**config.mk**
```make
export PLATFORM = sky130hd
export DESIGN_NAME = fp16_adder
export DESIGN_NICKNAME = d
export VERILOG_FILES = /design/src/rtl/fp16_adder.sv
export SDC_FILE = /design/constraint.sdc
export NUM_CORES = 1
export LEC_CHECK = 0
export ABC_CLOCK_PERIOD_IN_PS = 11100
export BUFFER_PORTS_ARGS = -buffer_cell sky130_fd_sc_hd__buf_2
export CAP_MARGIN = 20
export CORE_MARGIN = 1
export CORE_UTILIZATION = 50
export DETAILED_ROUTE_END_ITERATION = 8
export PLACE_DENSITY = 0.78
export SYNTH_ARGS = -nofsm -noshare
export SYNTH_HDL_FRONTEND = slang
export SYNTH_SLANG_ARGS = --single-unit
```
**constraint.sdc**
```tcl
create_clock -name clk -period 11.1 [get_ports clk]
set_input_delay 0 -clock clk [delete_from_list [all_inputs] [get_ports clk]]
set_output_delay 0 -clock clk [all_outputs]
set_load 0.02 [all_outputs]
```
**src/rtl/fp16_adder.sv**
```systemverilog
// IEEE 754 binary16 adder, round-to-nearest-even, one-cycle registered latency.
// Handles subnormals, signed zeros, infinities and NaN (canonical quiet NaN out).
module fp16_adder #(
  parameter int unsigned FLOAT_LEN = 16,
  parameter int unsigned EXP_LEN   = 5,
  parameter int unsigned MANT_LEN  = 10
) (
  input  logic                 clk,
  input  logic                 rst,
  input  logic                 in_valid,
  input  logic [FLOAT_LEN-1:0] a,
  input  logic [FLOAT_LEN-1:0] b,
  output logic [FLOAT_LEN-1:0] result,
  output logic                 out_valid
);

  localparam int unsigned SIG_LEN   = MANT_LEN + 1;     // hidden bit + fraction
  localparam int unsigned EXT_LEN   = SIG_LEN + 3;      // plus guard, round, sticky
  localparam int unsigned ALIGN_LEN = 2 * EXT_LEN - 1;  // room for a 13-bit shift
  localparam int unsigned LZC_LEN   = 4;
  localparam int unsigned EW_LEN    = EXP_LEN + 1;      // exponent with overflow headroom
  localparam int unsigned MAG_LEN   = FLOAT_LEN - 1;
  localparam int unsigned MAX_SHIFT = 13;

  localparam logic [FLOAT_LEN-1:0] QNAN    = FLOAT_LEN'(16'h7E00);
  localparam logic [EXP_LEN-1:0]   EXP_ONES = '1;

  logic                 a_nan, b_nan, a_inf, b_inf;
  logic                 swap;
  logic [FLOAT_LEN-1:0] x, y;
  logic                 sign_x, sign_y, eff_sub;
  logic [EXP_LEN-1:0]   ex, ey, exp_diff;
  logic [SIG_LEN-1:0]   sig_x, sig_y;
  logic [LZC_LEN-1:0]   align_sh;
  logic [ALIGN_LEN-1:0] shifted;
  logic [EXT_LEN-1:0]   mx, my, m, m_n;
  logic [EXT_LEN:0]     raw_sum;
  logic [EW_LEN-1:0]    e, e_lim, e_n, norm_sh, exp_field;
  logic [LZC_LEN-1:0]   lzc;
  logic                 round_up;
  logic [FLOAT_LEN-1:0] packed_val;
  logic [FLOAT_LEN-1:0] sum_c;

  // Combinational add: unpack, order, align, add/sub, normalize, round, specials
  always_comb begin
    a_nan = (a[MAG_LEN-1 -: EXP_LEN] == EXP_ONES) && (a[MANT_LEN-1:0] != '0);
    b_nan = (b[MAG_LEN-1 -: EXP_LEN] == EXP_ONES) && (b[MANT_LEN-1:0] != '0);
    a_inf = (a[MAG_LEN-1 -: EXP_LEN] == EXP_ONES) && (a[MANT_LEN-1:0] == '0);
    b_inf = (b[MAG_LEN-1 -: EXP_LEN] == EXP_ONES) && (b[MANT_LEN-1:0] == '0);

    swap    = b[MAG_LEN-1:0] > a[MAG_LEN-1:0];
    x       = swap ? b : a;
    y       = swap ? a : b;
    sign_x  = x[FLOAT_LEN-1];
    sign_y  = y[FLOAT_LEN-1];
    eff_sub = sign_x ^ sign_y;

    // Subnormals use effective exponent 1 with a zero hidden bit
    ex    = (x[MAG_LEN-1 -: EXP_LEN] == '0) ? EXP_LEN'(1) : x[MAG_LEN-1 -: EXP_LEN];
    ey    = (y[MAG_LEN-1 -: EXP_LEN] == '0) ? EXP_LEN'(1) : y[MAG_LEN-1 -: EXP_LEN];
    sig_x = {(x[MAG_LEN-1 -: EXP_LEN] != '0), x[MANT_LEN-1:0]};
    sig_y = {(y[MAG_LEN-1 -: EXP_LEN] != '0), y[MANT_LEN-1:0]};

    exp_diff = ex - ey;
    align_sh = (exp_diff >= EXP_LEN'(MAX_SHIFT)) ? LZC_LEN'(MAX_SHIFT) : exp_diff[LZC_LEN-1:0];
    shifted  = {sig_y, (ALIGN_LEN - SIG_LEN)'(0)} >> align_sh;
    mx       = {sig_x, 3'b000};
    my       = {shifted[ALIGN_LEN-1 -: EXT_LEN-1], |shifted[EXT_LEN-1:0]};

    raw_sum = eff_sub ? ({1'b0, mx} - {1'b0, my}) : ({1'b0, mx} + {1'b0, my});

    // Carry-out: shift right one, folding the lost bit into sticky
    if (raw_sum[EXT_LEN]) begin
      m = {raw_sum[EXT_LEN:2], raw_sum[1] | raw_sum[0]};
      e = EW_LEN'(ex) + EW_LEN'(1);
    end else begin
      m = raw_sum[EXT_LEN-1:0];
      e = EW_LEN'(ex);
    end

    lzc = LZC_LEN'(EXT_LEN);
    for (int unsigned i = 0; i < EXT_LEN; i++) begin
      if (m[i]) lzc = LZC_LEN'(EXT_LEN - 1 - i);
    end

    // Left shift stops at exponent 1; anything still unnormalized is subnormal
    e_lim     = e - EW_LEN'(1);
    norm_sh   = (EW_LEN'(lzc) > e_lim) ? e_lim : EW_LEN'(lzc);
    m_n       = m << norm_sh;
    e_n       = e - norm_sh;
    exp_field = m_n[EXT_LEN-1] ? e_n : '0;

    round_up   = m_n[2] & (m_n[1] | m_n[0] | m_n[3]);
    packed_val = {exp_field, m_n[EXT_LEN-2 -: MANT_LEN]} + FLOAT_LEN'(round_up);

    if (a_nan || b_nan) begin
      sum_c = QNAN;
    end else if (a_inf && b_inf && (a[FLOAT_LEN-1] != b[FLOAT_LEN-1])) begin
      sum_c = QNAN;
    end else if (a_inf) begin
      sum_c = a;
    end else if (b_inf) begin
      sum_c = b;
    end else if (eff_sub && (raw_sum == '0)) begin
      sum_c = '0;
    end else if (packed_val[FLOAT_LEN-1 -: EW_LEN] >= EW_LEN'(EXP_ONES)) begin
      sum_c = {sign_x, EXP_ONES, MANT_LEN'(0)};
    end else begin
      sum_c = {sign_x, packed_val[MAG_LEN-1:0]};
    end
  end

  // Output register; result holds when no new pair arrives
  always_ff @(posedge clk) begin
    if (rst) begin
      result    <= '0;
      out_valid <= 1'b0;
    end else begin
      out_valid <= in_valid;
      if (in_valid) result <= sum_c;
    end
  end

endmodule

```
=== Word-level counts from Yosys, hierarchy flattened ===
Index checks and enable logic that the tools add are counted.

* Register bits: 17
* Bits in latches: 0
* Bits in writable memories: 0
* ROM bits: 0
* Input port bits: 35
* Output and inout bits: 17
* Word-level logic and storage cells: 71
* Memories: 0

* Add/subtract/negate cells: 7
* Multiply operators: 0
* Divide/modulo/power cells: 0
* $lt $le $gt $ge: 4
* Eq/ne operators: 3
* Shift operators: 2
* Mux-type cells: 30
* Bitwise operators: 5
* Reductions and logical operators: 18

{| class="wikitable"
|+ Operator list
! cell !! number
|-
| $mux 16 || 7
|-
| $mux 4 || 14
|-
| $mux 15 || 2
|-
| $shr 27x4->27 || 1
|-
| $logic_not 10->1 || 2
|-
| $reduce_bool 10->1 || 2
|-
| $mux 6 || 3
|-
| $add 16x1->16 || 1
|-
| $add 14x14->15 || 1
|-
| $gt 15x15->1 || 1
|-
| $logic_not 15->1 || 1
|-
| $sub 14x14->15 || 1
|-
| $mux 14 || 1
|-
| $reduce_or 14->1 || 1
|-
| $shl 14x6->14 || 1
|-
| $eq 5x5->1 const B || 2
|-
| $logic_not 5->1 || 2
|-
| $mux 5 || 2
|-
| $reduce_bool 5->1 || 2
|-
| $logic_and 1x1->1 || 7
|-
| $add 5x1->6 const B || 1
|-
| $ge 6x5->1 const B || 1
|-
| $gt 4x6->1 || 1
|-
| $sub 6x1->6 const B || 1
|-
| 9 further kinds || 11
|}

=== Logic depth before layout (Yosys ltp) ===
Gate-level depths: netlist of run 1.

* Word-level depth: 41
* Depth in mapped cells: 68
* Gate-level depth less buffers: 62

=== Worst setup path before layout of run 1 ===
OpenSTA, ideal clock, no wires.

* Kind: in2reg
* Start: in a[14]
* End: reg result[10]
* Library setup time: 0.142 ns
* Arrival time: 11.915 ns
* Required time: 10.958 ns
* Slack: -0.957 ns
* Cell stages on the path: 61
* Buffers on the path: 8
* Cell sequence: inv_1 -> ha_1 -> buf_4 -> and4_1 -> o211ai_4 -> a21oi_2 -> buf_2 -> buf_4 -> mux2i_2 -> inv_2 -> nor3_1 -> or2_2 -> inv_1 -> ha_1 -> fa_1 -> xor2_1 -> a2111oi_0 -> or2_1 -> [... 25 more ...] -> a21oi_1 -> a41oi_1 -> and4_1 -> buf_2 -> buf_1 -> nand2_1 -> o31ai_4 -> inv_2 -> ha_1 -> a21o_1 -> a21oi_1 -> xor2_1 -> inv_1 -> nand4_1 -> or4_1 -> o31a_1 -> nor2_1 -> a311oi_2

* Cells in the longest elaborated chain, start to end: 41
* Elaborated cells between the ends (all ways): 61
* Classes of those cells: add/sub: 7; order compare: 4; eq/ne: 1; shift: 2; mux: 30; bitwise: 5; reduce/logical: 12

{| class="wikitable"
|+ Ends and longest elaborated chain
! element !! line !! RTL
|-
| start: declaration || 11 || <nowiki>input logic [FLOAT_LEN-1:0] a,</nowiki>
|-
| $gt 15x15->1 || 51 || <nowiki>swap = b[MAG_LEN-1:0] > a[MAG_LEN-1:0];</nowiki>
|-
| $mux 16, on equally long branches || 52, 53 ||
|-
| $logic_not 5->1, on equally long branches || 59, 60 ||
|-
| $mux 5, on equally long branches || 59, 60 ||
|-
| $sub 5x5->5 || 64 || <nowiki>exp_diff = ex - ey;</nowiki>
|-
| $ge 5x4->1 || 65 || <nowiki>align_sh = (exp_diff >= EXP_LEN'(MAX_SHIFT)) ? LZC_LEN'(MAX_SHIFT) : exp_diff[LZC_LEN-1:0];</nowiki>
|-
| $mux 4 || 65 ||
|-
| $shr 27x4->27 || 66 || <nowiki>shifted = {sig_y, (ALIGN_LEN - SIG_LEN)'(0)} >> align_sh;</nowiki>
|-
| [... 25 more ...] || -- ||
|-
| $add 16x1->16 || 94 || <nowiki>packed_val = {exp_field, m_n[EXT_LEN-2 -: MANT_LEN]} + FLOAT_LEN'(round_up);</nowiki>
|-
| $ge 6x5->1 || 106 || <nowiki>end else if (packed_val[FLOAT_LEN-1 -: EW_LEN] >= EW_LEN'(EXP_ONES)) begin</nowiki>
|-
| $mux 15 || 106 ||
|-
| $mux 16 || 104 || <nowiki>end else if (eff_sub && (raw_sum == '0)) begin</nowiki>
|-
| $mux 16 || 102 || <nowiki>end else if (b_inf) begin</nowiki>
|-
| $mux 16 || 100 || <nowiki>end else if (a_inf) begin</nowiki>
|-
| $mux 16 || 98 || <nowiki>end else if (a_inf && b_inf && (a[FLOAT_LEN-1] != b[FLOAT_LEN-1])) begin</nowiki>
|-
| $mux 16 * || 96 || <nowiki>if (a_nan || b_nan) begin</nowiki>
|-
| end signal: assignment || 120 || <nowiki>if (in_valid) result <= sum_c;</nowiki>
|-
| end: declaration || 13 || <nowiki>output logic [FLOAT_LEN-1:0] result,</nowiki>
|}

Mark *: on every way between the ends. The rest lies on a longest branch, timed or not.
A chain may end at the register's enable or synchronous reset.

=== Worst setup path in the final report of run 1 ===
* Start: in a[14]
* End: reg result[12]

Same word-level chain as after synthesis.

==> results by group, run 1 <==
Floorplanning
  – Die ar.: 14900 um2
  – Initial core utilization: 51.6%
  – Io pins: 52
  – Die height: 122 um
  – Die Width: 122 um
  – Site Rows: 43
  – Core area: 14000 um2

Global route
  – Number of global-route vias before repair: 9943
  – First-pass GRT wire length: 48200 um
  – GRT Util Overall: 40.0%
  – Congestion Overflow GR: 0
  – Largest net degree at the start of global routing: 35
  – Initial antenna violation count: 0

STA
  – Unrepaired setup endpoints after global routing: true
  – Hold slack: 81.5 ps
  – Final Hold Viols: 0
  – Finish-stage setup viols: 15
  – Fmax: 84.4 MHz
  – Final Cycle Share: 107%
  – Max Slew Vio Count: 0
  – Final Worst Setup Slack: -751 ps
  – Slew at the pin closest to its max-slew limit: 1010 ps
  – Relative slew slack: 32.7%
  – Final min period: 11850 ps
  – Worst clock skew: 0 ps

Final layout
  – Diode count: 0
  – Final Core Density: 82.1%
  – Layout cell share with drive strength beyond 1: 45.6%
  – Final nets: 1536
  – Fin cells: 1624
  – Area growth, synth to finish: 59.1%
  – Layout fillers: 795

Yosys
  – Area leader, netlist: ha_1
  – Synth cell types: 114
  – Mapped cell area: 7210 um2
  – Syn nets: 1135
  – #FFs+latches synth: 17
  – Async S/R FF share, synth: 0%
  – Post-synth EDFFs: 0
  – Sequential share of the synthesized area: 4.72%
  – Syn Area/Cell: 6.91 um2
  – Synth warnings: 0
  – Synth top area share: 9.19%
  – Synth top area cells: ha_1, nand2_1, o21ai_0
  – Syn Inst Count: 1044
  – Synth Flop Type: dfxtp_1

Drt
  – Drt drc: 45
  – Final ANT Viol Nets: 0
  – M1 WL: 13100 um
  – Vias/cell: 7.24
  – Via count: 11765
  – Highest Signal Layer: met4
  – Met3 WL post-DR: 4980 um
  – DR WL/cell: 23.7 um
  – 1st-pass router iterations: 9
  – Initial DRC count: 1983
  – WL final: 38500 um
  – Met2 wire length: 16700 um

Critical path
  – Reg-to-reg startpoint: result[12]
  – Worst Reg-to-Reg Cells: 2
  – CP arrival: 11990 ps
  – Max stage delay cell, worst path: or4_4
  – Crit end category: flip-flop
  – Delay of the slowest critical-path stage: 570 ps
  – Worst Path Required: 11240 ps
  – R2r endpoint: result[12]
  – Worst Setup Start Kind: input pin
  – CP max FO: 6
  – CP dominant cell by count: buf_4
  – R2R Setup Slk: 10220 ps
  – Crit Path Class: in -> reg

Worst hold path
  – Worst Hold Depth: 2
  – Hold EP: result[10]
  – Worst Hold Class: in -> reg
  – Hold_sp: rst

Placement
  – Routability cong.: 0.991
  – # port buffers: 51
  – Dpl hpwl: 23300 um
  – Placed instance count: 1557
  – Pre-CTS setup slack: -613 ps

Clocking
  – CTS buffer count: 3
  – Htree depth: 1
  – CTS root buf: clkbuf_16
  – Clock Path Buffers: 2
  – Clk pin slew, worst setup/hold paths: 60 ps
  – Hold-fix buffers, CTS: 0
  – TritonCTS clock tree: yes
  – Worst skew pair latency: 240 ps
  – TritonCTS sink count: 17

Status
  – Violations in the final reports: DRC, setup timing
  – Outcome: complete, but fails checks

Pwr
  – Leakage power: 5.12 nW
  – Cell Pwr Density: 367 nW/um2
  – Maximum vdd drop: 277 uV

Job
  – Max_cap viols: 0
==> cell type report <==
class / instances / area (um2) / area share (%)
multi-input cells: 917 / 7290 / 63.5
well taps: 180 / 225 / 1.96
flip-flops and latches: 17 / 340 / 2.96
repair buffers: 441 / 3290 / 28.7
inverters: 65 / 254 / 2.21
clock buffers: 3 / 75.1 / 0.654
clock inverters: 1 / 7.51 / 0.0654
==> cell usage after synthesis (all sizes together) (5+ instances only) <==
master	n
nor2b	13
nor2	89
a21oi	65
o31ai	13
o211ai	26
nand2b	5
ha	53
xor2	11
a21o	17
a32oi	7
and2	12
o21ai	82
nor3	56
dfxtp	17
a211oi	27
o41ai	5
nor4	18
mux2i	17
o22ai	12
and3	11
o21bai	9
and4	5
mux2	8
buf	21
a311oi	15
a31oi	13
o2111ai	6
o221ai	6
o211a	8
nand2	107
xnor2	15
a2111oi	7
clkbuf	24
or2	12
a41oi	5
o21a	10
o31a	10
or3	13
nand4	19
inv	64
or4	8
nand3	39
a31o	5
a21boi	5
==> cells in the final DEF (no fill, tap or decap), drive strengths merged, types with 6 or more instances in the layout <==
master,Yosys,layout
a32oi,7,7
nand2,107,107
inv,64,64
a21oi,65,65
nor2b,13,13
nor2,89,89
or4,8,8
and2,12,12
a211oi,27,27
o31a,10,10
o211ai,26,26
nand3,39,39
o221ai,6,6
nand4,19,19
o31ai,13,13
buf,21,441
o211a,8,8
o2111ai,6,6
or3,13,13
or2,12,12
mux2,8,8
o21ai,82,82
mux2i,17,17
a2111oi,7,7
o22ai,12,12
dfxtp,17,17
a31oi,13,13
xnor2,15,15
ha,53,53
xor2,11,11
and3,11,11
nor3,56,56
a311oi,15,15
a21o,17,17
o21bai,9,9
o21a,10,10
nor4,18,18
==> power breakdown <==
group	switching (mW)	internal, mW
Clock	0.0258	0.0486
Sequential	0.00986	0.0777
Combinational	2.21	1.84
==> registers in the layout, indices dropped and copies added, names as in the netlist <==
register and cells:
result 16, out_valid 1
==> routing by layer <==
metal,track usage [%],up-vias
li1,-,4840
met1,50.5,5242
met2,67.8,1210
met3,7.30,473
met4,13.6,0
met5,0,-
==> cell families (layout without fill, tap and decap cells) <==
group,after synthesis,in the layout,share of synthesized area (%)
buf+inv,110,510,6.57
xor+xnor,26,26,3.36
flops,17,17,4.72
simple gates,419,419,30.8
fa+ha+maj,56,56,10.0
other cells,1,1,0.0520
compound gates,390,390,40.8
mux,25,25,3.71
==> repair_timing <==
action / 4_1_cts / 5_1_grt
pin swaps: 30 / 70
cloned: 0 / 0
gates resized for setup: 43 / 131
buffers inserted: 25 / 39
endpoints found under the setup margin: 15 / 15
==> through the flow <==
| step | power, mW | setup TNS [ps] | instance area, um2 |
|---|---|---|---|
| after global placement | 3.11 | -2020 | 10100 |
| after CTS | 3.47 | 0 | 10600 |
| after detailed placement | 3.17 | -7260 | 10100 |
| final | 4.22 | -8510 | 11500 |
| after global routing | 4.37 | -16720 | 11500 |
| after floorplan | 1.90 | 0 | 7410 |
==> worst max-delay path by stage <==
stage | endpoint | cells past startpoint | slack (ps) | start
2_1_floorplan | result[10] | 59 | 8 | a[4]
3_3_place_gp | result[14] | 58 | -220 | a[4]
3_5_place_dp | result[11] | 59 | -610 | a[4]
4_1_cts | result[11] | 63 | 2 | a[6]
5_1_grt | result[12] | 62 | -1350 | a[14]
6_report | result[12] | 62 | -750 | a[14]
==> critical path, delay by kind of cell <==
| kind | cells | cell delay [ps] |
|---|---|---|
| AO/OA/AOI/OAI | 27 | 4980 |
| buffers and inverters | 12 | 1750 |
| multiplexers | 1 | 350 |
| XOR/XNOR | 1 | 190 |
| adder cells (fa/ha/maj) | 5 | 1450 |
| AND/OR/NAND/NOR | 16 | 3210 |
No activity file was read; power rests on OpenSTA's default activity.
==> run 2, diff against run 1 <==
- MAX_ROUTING_LAYER: default -> met4
==> run 2 against run 1 <==
Effect of this change: the flow still finishes with violations (DRC, setup timing); wire length down 0.47%; critical path depth fell by 4; first-iteration DRC count increased by 7.6%; sequential cell count did not move; power is 0.19% higher; largest cell class unchanged; core utilization up 0.063 points; critical path type unchanged.
==> results by group, run 2 (synthesis gave the netlist of run 1 again) <==
Floorplanning
  – Die ar.: 14900 um2
  – Initial core utilization: 51.6%
  – Die Width: 122 um
  – Core area: 14000 um2
  – Site Rows: 43
  – Io pins: 52
  – Die height: 122 um

Drt
  – Via count: 11785
  – Drt drc: 2
  – Vias/cell: 7.31
  – Final ANT Viol Nets: 0
  – WL final: 38300 um
  – 1st-pass router iterations: 9
  – Initial DRC count: 2133
  – DR WL/cell: 23.7 um

STA
  – Final Cycle Share: 108%
  – Slew at the pin closest to its max-slew limit: 1060 ps
  – Final Hold Viols: 0
  – Final Worst Setup Slack: -897 ps
  – Hold slack: 57.3 ps
  – Worst clock skew: 0 ps
  – Fmax: 83.4 MHz
  – Unrepaired setup endpoints after global routing: true
  – Final min period: 12000 ps
  – Finish-stage setup viols: 15
  – Max Slew Vio Count: 0
  – Relative slew slack: 28.4%

Final layout
  – Layout fillers: 809
  – Number of flip-flops in the largest register: 16
  – Layout cell share with drive strength beyond 1: 45.8%
  – Final nets: 1522
  – Largest register by flop count: result
  – Fin cells: 1613
  – Most frequent cells in the layout: buf_4, nand2_1, nor2_1
  – Largest registers: result (16), out_valid (1)
  – Area growth, synth to finish: 59.3%
  – Commonest non-fill, non-tap cell in the layout: buf_4
  – Final instance area: 11500 um2

Placement
  – Routability cong.: 1.03
  – Placed Area: 10000 um2
  – Dpl hpwl: 23500 um
  – Placed instance count: 1549
  – Pre-CTS setup slack: -631 ps
  – # port buffers: 51

Critical path
  – CP arrival: 12170 ps
  – CP max FO: 15
  – Worst Setup Start Kind: input pin
  – Crit Path Class: in -> reg
  – Worst Path Required: 11270 ps
  – CP dominant cell by count: buf_4
  – Delay of the slowest critical-path stage: 590 ps
  – Crit end category: flip-flop
  – Max stage delay cell, worst path: or4_1
  – Worst Reg-to-Reg Cells: 2

Pwr
  – Post-route total power: 4.23 mW
  – Cell Pwr Density: 368 nW/um2
  – Maximum vdd drop: 303 uV
  – Leakage power: 5.04 nW

Clocking
  – Clock Path Buffers: 2
  – TritonCTS sink count: 17
  – Hold-fix buffers, CTS: 0
  – TritonCTS clock tree: yes
  – CTS buffer count: 3
  – Worst skew pair latency: 260 ps
  – Htree depth: 1
  – CTS root buf: clkbuf_16
  – Clk pin slew, worst setup/hold paths: 60 ps

Worst hold path
  – Worst Hold Depth: 2
  – Worst Hold Class: in -> reg

Global route
  – Initial antenna violation count: 3
  – Number of global-route vias before repair: 9701
  – Congestion Overflow GR: 0
  – First-pass GRT wire length: 47000 um
  – Largest net degree at the start of global routing: 35
  – GRT Util Overall: 40.3%

Status
  – Violations in the final reports: DRC, setup timing
  – Outcome: complete, but fails checks

Job
  – Max_cap viols: 0
run 2: cell count changes in the layout (fill, tap and decap cells not counted), sizes merged:
cell	change
buf	-14
diode	+3
run 2: worst paths after layout:
kind,startpoint,to,slack [ps]
max,b[3],result[14],-900
min,rst,result[12],60
max reg2reg,result[14],result[14],10330
min reg2reg,result[8],result[8],460
run 2: worst max-delay path, delay by kind of cell:
kind / cells / cell delay, ps
AO/OA/AOI/OAI: 24 / 4460
adder cells (fa/ha/maj): 5 / 1580
buffers and inverters: 11 / 1800
multiplexers: 1 / 120
AND/OR/NAND/NOR: 17 / 4160
run 2: what timing repair did:
item	in CTS	in global routing
resized for setup	30	155
pin swaps	16	90
endpoints found under the hold margin	0	0
setup endpoints to repair	15	15
cloned	0	1
buffers inserted	14	42
run 2: stage by stage:
stage / util, % / setup TNS [ps]
floorplan: - / 0
global placement: 71.7 / -2170
detailed placement: 71.7 / -7850
CTS: 74.2 / 0
global route: 82.1 / -18380
finish: 82.1 / -10640
run 2: layout make-up:
cell class | instances | area, um2 | share of cell area (%)
clock buffers | 3 | 75.1 | 0.653
diodes | 3 | 7.51 | 0.0653
multi-input cells | 917 | 7410 | 64.5
clock inverters | 1 | 7.51 | 0.0653
repair buffers | 427 | 3180 | 27.6
flip-flops and latches | 17 | 340 | 2.96
well taps | 180 | 225 | 1.96
inverters | 65 | 251 | 2.19
run 2: where the power goes:
part | internal [mW] | switching [mW] | total, mW
clock network | 0.0488 | 0.0292 | 0.0781
registers | 0.0777 | 0.00911 | 0.0868
logic | 1.86 | 2.20 | 4.06
total | 1.99 | 2.24 | 4.23
run 2: metal layers:
metal,global-route usage (%),part of all wire (%)
met4,13.4,8.9
met1,50.3,35
met5,-,0
met3,5.76,13
met2,66.2,43
